**config.mk**
```make
export PLATFORM = sky130hd
export DESIGN_NAME = mips_lsu
export DESIGN_NICKNAME = d
export VERILOG_FILES = /design/src/rtl/mips_mem_pkg.sv /design/src/rtl/mips_align_chk.sv /design/src/rtl/mips_lsu.sv
export SDC_FILE = /design/constraint.sdc
export NUM_CORES = 1
export LEC_CHECK = 0
export CAP_MARGIN = 10
export CORE_ASPECT_RATIO = 2
export CORE_MARGIN = 10
export CORE_UTILIZATION = 35
export DETAILED_ROUTE_END_ITERATION = 10
export PLACE_DENSITY = 0.79
export SYNTH_ARGS = -nofsm -noshare
export SYNTH_HDL_FRONTEND = slang
export SYNTH_HIERARCHICAL = 1
export SYNTH_SLANG_ARGS = --single-unit
```
**constraint.sdc**
```tcl
create_clock -name clk -period 3.44 [get_ports clk]
set_input_delay 0.86 -clock clk [delete_from_list [all_inputs] [get_ports clk]]
set_output_delay 0.86 -clock clk [all_outputs]
set_load 0.05 [all_outputs]
```
**src/rtl/mips_mem_pkg.sv**
```systemverilog
// Shared encodings for the MIPS load/store path.
//   SZ_*        : access size encoding carried on req_size
//   lsu_state_e : LSU request FSM states
package mips_mem_pkg;

  localparam logic [1:0] SZ_BYTE = 2'b00;
  localparam logic [1:0] SZ_HALF = 2'b01;
  localparam logic [1:0] SZ_WORD = 2'b10;
  localparam logic [1:0] SZ_ILL  = 2'b11;

  typedef enum logic [1:0] {
    StIdle  = 2'b00,
    StIssue = 2'b01,
    StResp  = 2'b10
  } lsu_state_e;

endpackage

```
**src/rtl/mips_align_chk.sv**
```systemverilog
// Combinational alignment checker for a single memory access.
//   addr_lo : low two bits of the byte address
//   size    : access size (SZ_BYTE / SZ_HALF / SZ_WORD / SZ_ILL)
//   err     : high for a misaligned access or an illegal size
module mips_align_chk
  import mips_mem_pkg::*;
(
  input  logic [1:0] addr_lo,
  input  logic [1:0] size,
  output logic       err
);

  always_comb begin
    err = 1'b1;
    unique case (size)
      SZ_BYTE: err = 1'b0;
      SZ_HALF: err = addr_lo[0];
      SZ_WORD: err = |addr_lo;
      default: err = 1'b1;
    endcase
  end

endmodule

```
**src/rtl/mips_lsu.sv**
```systemverilog
// MEM-stage load/store unit. Accepts one request at a time, issues it to an
// external combinational-read RAM for one cycle, and holds the response until
// writeback takes it. Misaligned / illegal-size requests skip the RAM entirely.
//   clk, CLR_n            : clock, asynchronous active-low reset
//   req_*                 : request handshake and fields from the pipeline
//   resp_*                : response handshake, load data and error flag
//   ram_*                 : RAM request side (driven from latched request only)
//   ram_data_out          : RAM read data, already size-extended by the RAM
//   ld_cnt/st_cnt/err_cnt : saturating access statistics
module mips_lsu
  import mips_mem_pkg::*;
#(
  parameter int unsigned ADDR_W = 32,
  parameter int unsigned CNT_W  = 16
) (
  input  logic              clk,
  input  logic              CLR_n,
  input  logic              req_valid,
  output logic              req_ready,
  input  logic              req_we,
  input  logic [1:0]        req_size,
  input  logic              req_unsigned,
  input  logic [ADDR_W-1:0] req_addr,
  input  logic [31:0]       req_wdata,
  output logic              resp_valid,
  input  logic              resp_ready,
  output logic [31:0]       resp_rdata,
  output logic              resp_err,
  output logic [31:0]       ram_addr,
  output logic [31:0]       ram_data_in,
  output logic              ram_MemWrite,
  output logic              ram_Byte,
  output logic              ram_Half,
  output logic              ram_UnsignedExt_Mem,
  input  logic [31:0]       ram_data_out,
  output logic [CNT_W-1:0]  ld_cnt,
  output logic [CNT_W-1:0]  st_cnt,
  output logic [CNT_W-1:0]  err_cnt
);

  localparam logic [CNT_W-1:0] CntMax = '1;

  lsu_state_e state_q, state_d;

  logic              we_q;
  logic [1:0]        size_q;
  logic              uns_q;
  logic [ADDR_W-1:0] addr_q;
  logic [31:0]       wdata_q;
  logic [31:0]       rdata_q;
  logic              err_q;
  logic [CNT_W-1:0]  ld_q, st_q, errc_q;

  logic align_err;
  logic accept;

  mips_align_chk u_align_chk (
    .addr_lo (req_addr[1:0]),
    .size    (req_size),
    .err     (align_err)
  );

  assign accept = req_valid && (state_q == StIdle);

  always_comb begin
    state_d = state_q;
    unique case (state_q)
      StIdle:  if (req_valid) state_d = align_err ? StResp : StIssue;
      StIssue: state_d = StResp;
      StResp:  if (resp_ready) state_d = StIdle;
      default: state_d = StIdle;
    endcase
  end

  always_comb begin
    req_ready           = (state_q == StIdle);
    resp_valid          = (state_q == StResp);
    resp_rdata          = rdata_q;
    resp_err            = err_q;
    // Gated by state so a reset during ISSUE drops the write asynchronously.
    ram_MemWrite        = (state_q == StIssue) && we_q;
    ram_addr            = 32'(addr_q);
    ram_data_in         = wdata_q;
    ram_Byte            = (size_q == SZ_BYTE);
    ram_Half            = (size_q == SZ_HALF);
    ram_UnsignedExt_Mem = uns_q;
    ld_cnt              = ld_q;
    st_cnt              = st_q;
    err_cnt             = errc_q;
  end

  always_ff @(posedge clk or negedge CLR_n) begin
    if (!CLR_n) begin
      state_q <= StIdle;
    end else begin
      state_q <= state_d;
    end
  end

  always_ff @(posedge clk or negedge CLR_n) begin
    if (!CLR_n) begin
      we_q    <= 1'b0;
      size_q  <= 2'b00;
      uns_q   <= 1'b0;
      addr_q  <= '0;
      wdata_q <= '0;
    end else if (accept) begin
      we_q    <= req_we;
      size_q  <= req_size;
      uns_q   <= req_unsigned;
      addr_q  <= req_addr;
      wdata_q <= req_wdata;
    end
  end

  always_ff @(posedge clk or negedge CLR_n) begin
    if (!CLR_n) begin
      rdata_q <= '0;
      err_q   <= 1'b0;
    end else if (accept && align_err) begin
      rdata_q <= '0;
      err_q   <= 1'b1;
    end else if (state_q == StIssue) begin
      rdata_q <= we_q ? 32'h0 : ram_data_out;
      err_q   <= 1'b0;
    end
  end

  always_ff @(posedge clk or negedge CLR_n) begin
    if (!CLR_n) begin
      ld_q   <= '0;
      st_q   <= '0;
      errc_q <= '0;
    end else begin
      if (state_q == StIssue) begin
        if (we_q && (st_q != CntMax)) st_q <= st_q + CNT_W'(1);
        if (!we_q && (ld_q != CntMax)) ld_q <= ld_q + CNT_W'(1);
      end
      if (accept && align_err && (errc_q != CntMax)) errc_q <= errc_q + CNT_W'(1);
    end
  end

endmodule

```
==> results.sh <==
export IMPL_slowest_delay_ns=0.86
export IMPL_die_area_sq_mm=0.0244
export IMPL_final_cell_area_sq_mm=0.00975
export IMPL_swShare_pct=44.8
export IMPL_rr_startpoint="state_q[0]$_DFFE_PN0P_"
export IMPL_hpwl_mm=15.1
export IMPL_ys_types=36
export IMPL_hold_violations=0
export IMPL_wire_per_inst_microns=19.1
export IMPL_clock_latency_ns=0.41
export IMPL_grt_pass1_vias=5297
export IMPL_slew_violations=0
export IMPL_finalNonFillerCells=1003
export IMPL_fin_tns_setup_ns=0
export IMPL_netlist_instances=528
export IMPL_final_util_pct=54.5
export IMPL_status="complete, no violations"
export IMPL_placed_cells=975
export IMPL_core_sq_mm=0.0179
export IMPL_maxCapViolCount=0
export IMPL_setup_ws_ns=0.622
export IMPL_num_vias=4965
export IMPL_ys_ff_latch=151
export IMPL_slew_headroom_pct=32.1
export IMPL_numPortBuffers=254
export IMPL_syn_avg_cell_area_sq_um=12.1
export IMPL_worst_hold_slack_ns=0.359
export IMPL_tritoncts="built"
export IMPL_post_route_period_util_pct=81.9
export IMPL_place_area_sq_mm=0.00919
export IMPL_pre_cts_slack_ns=0.356
export IMPL_routed_wl_mm=19.2
export IMPL_antenna_found_initial=0
export IMPL_share_seq_of_total_power_pct=29.8
export IMPL_min_period_ns=2.82
export IMPL_vdd_drop_max_mv=0.599
export IMPL_clkTransAtPathRegs_ns=0.06
export IMPL_syn2layout_area_growth_pct=52.3
export IMPL_grt_overflow=0
export IMPL_place_gp_congestion=0.777
export IMPL_clockPowerShare_pct=19.0
export IMPL_min_path_type="in2async"
export IMPL_route_detailed_drc=0
export IMPL_yosysSeqAreaShare_pct=59.0
export IMPL_clockBufferDepth=2
export IMPL_via_per_inst=4.95
export IMPL_max_freq_mhz=355
export IMPL_cts_resized=0
export IMPL_setup_viol=0
export IMPL_ys_warn_count=6
export IMPL_grt_pass1_wl_mm=29.7
export IMPL_cp_data_required_time_ns=2.58
export IMPL_hold_buffers=0
export IMPL_path_delay_family="buffers and inverters"
export IMPL_grt_max_degree=70
export IMPL_worstPathCellList="nor2_1 > clkdlybuf4s50_1"
export IMPL_p_switching_mw=4.20
export IMPL_synth_net_count=635
export IMPL_critPathBufInv=1
export IMPL_startpoint="state_q[0]$_DFFE_PN0P_"
export IMPL_ant_nets=0
export IMPL_die_h_microns=211
export IMPL_fin_skew_ns=0.0123
export IMPL_cts_setup_buffers=0
export IMPL_combPwrFrac_pct=51.2
export IMPL_path_class="reg2out"
export IMPL_path_max_fanout=9
export IMPL_top_level_ports=255
export IMPL_antenna_cells=0
export IMPL_nets=888
export IMPL_track_usage_pct=15.7
export IMPL_placementRows=69
export IMPL_die_w_microns=116
export IMPL_cp_data_arrival_time_ns=1.96
export IMPL_leakagePower_nw=4.14
export IMPL_power_density_mw_per_mm2=961
export IMPL_synth_area_sq_mm=0.00640
export IMPL_initial_utilization_pct=35.8
export IMPL_drt_iter0_markers=158
export IMPL_slowest_stage="clkdlybuf4s50_1"
export IMPL_clock_sinks=151
export IMPL_layout_drive_gt1_share_pct=14.7
export IMPL_total_power_mw=9.37
export IMPL_firstDrtPassIters=4
export IMPL_critPathCaptureType="output pin"
export IMPL_critPathLaunchType="register"
export IMPL_rsz0062_at_grt="no"
export IMPL_root_buffer="clkbuf_16"
export IMPL_ctsHtreeMaxLevel=4
export IMPL_p_int_mw=5.17
export IMPL_tightest_slew_ns=1.02
export IMPL_cts_buffers=17
-- per-layer routing --
layer | vias up | wire length, microns | global-route usage [%]
li1 | 2355 | - | -
met1 | 2411 | 6330 | 14.2
met2 | 180 | 11000 | 30.5
met3 | 19 | 1370 | 5.18
met4 | 0 | 448 | 6.59
met5 | - | 0 | 0
-- worst paths after layout --
path,to,slack [ns],cells after the start
setup / recovery,req_ready,0.62,2
hold / removal,resp_rdata[5]$_DFFE_PN0P_,0.36,1
setup reg to reg,st_cnt[13]$_DFFE_PN0P_,1.16,4
hold reg to reg,st_cnt[15]$_DFFE_PN0P_,0.49,1
max in group asynchronous,ram_addr[31]$_DFFE_PN0P_,2.20,2
min in group clk,st_cnt[15]$_DFFE_PN0P_,0.49,1
-- layout make-up --
cell class,instances,area (sq um)
Sequential cell,151,3780
Tap cell,213,267
Fill cell,1557,8120
Clock buffer,20,457
Multi-Input combinational cell,345,2480
Clock inverter,8,103
Timing Repair Buffer,263,2650
Inverter,3,11.3
-- kinds of logic after synthesis --
| logic type | after synthesis | share of synthesized area (%) |
|---|---|---|
| and+or+nand+nor | 183 | 16.0 |
| DFF | 151 | 59.0 |
| muxes | 72 | 12.7 |
| AOI/OAI and AO/OA | 44 | 3.62 |
| xor gates and xnor gates | 43 | 5.88 |
| buffers and inverters | 32 | 2.17 |
| adders and majority gates | 3 | 0.586 |
-- registers in the layout, summed over array words and instances, names as in the netlist --
register / count
err_cnt: 16
ld_cnt: 16
ram_UnsignedExt_Mem: 1
ram_addr: 32
ram_data_in: 32
resp_err: 1
resp_rdata: 32
size_q: 2
st_cnt: 16
state_q: 2
we_q: 1
-- power by group through the flow --
| stage | Clock (mW) | Sequential (mW) | Combinational, mW |
|---|---|---|---|
| 2_1_floorplan | 0 | 4.87 | 1.00 |
| 3_3_place_gp | 0 | 2.78 | 4.82 |
| 3_5_place_dp | 0 | 2.83 | 4.86 |
| 4_1_cts | 1.85 | 2.80 | 4.87 |
| 5_1_grt | 1.92 | 2.88 | 5.00 |
| 6_report | 1.78 | 2.79 | 4.80 |
-- Yosys cell counts --
| cell | number | area share, % |
|---|---|---|
| or4_4 | 1 | 0.18 |
| o211ai_1 | 1 | 0.12 |
| buf_6 | 2 | 0.35 |
| a31oi_1 | 2 | 0.20 |
| a21oi_1 | 36 | 2.8 |
| or3_1 | 1 | 0.098 |
| xnor2_1 | 11 | 1.5 |
| nand2b_1 | 1 | 0.098 |
| nand4bb_1 | 1 | 0.18 |
| clkbuf_1 | 21 | 1.2 |
| a311oi_1 | 1 | 0.14 |
| xor2_1 | 32 | 4.4 |
| nor4_1 | 11 | 1.1 |
| nand2_1 | 17 | 1.0 |
| and4_1 | 3 | 0.41 |
| inv_1 | 3 | 0.18 |
| nand3b_1 | 1 | 0.12 |
| and3_1 | 8 | 0.78 |
| nand4_1 | 20 | 2.0 |
| ha_1 | 3 | 0.59 |
| or2b_2 | 1 | 0.14 |
| nor4bb_1 | 1 | 0.16 |
| nor3_1 | 15 | 1.2 |
| o21ai_0 | 3 | 0.23 |
| mux2_2 | 72 | 13 |
| nor3b_1 | 36 | 4.2 |
| or4_1 | 1 | 0.12 |
| dfrtp_1 | 151 | 59 |
| nand3_1 | 6 | 0.47 |
| a211oi_1 | 1 | 0.12 |
| nor2b_1 | 2 | 0.20 |
| nor2_1 | 48 | 2.8 |
| and2_1 | 6 | 0.59 |
| or2_2 | 3 | 0.29 |
| buf_2 | 3 | 0.23 |
| buf_1 | 3 | 0.18 |
-- layout by cell type, fill, tap and decap left out, drive strengths merged, types with 4 or more instances in the layout --
cell type,instances
clkdlybuf4s50,252
dfrtp,151
mux2,72
nor2,48
nor3b,36
a21oi,36
xor2,32
nand4,20
clkbuf,20
nand2,17
nor3,15
nor4,11
xnor2,11
buf,11
and3,8
nand3,6
and2,6
clkinv,4
(Power assumes the default switching activity.)
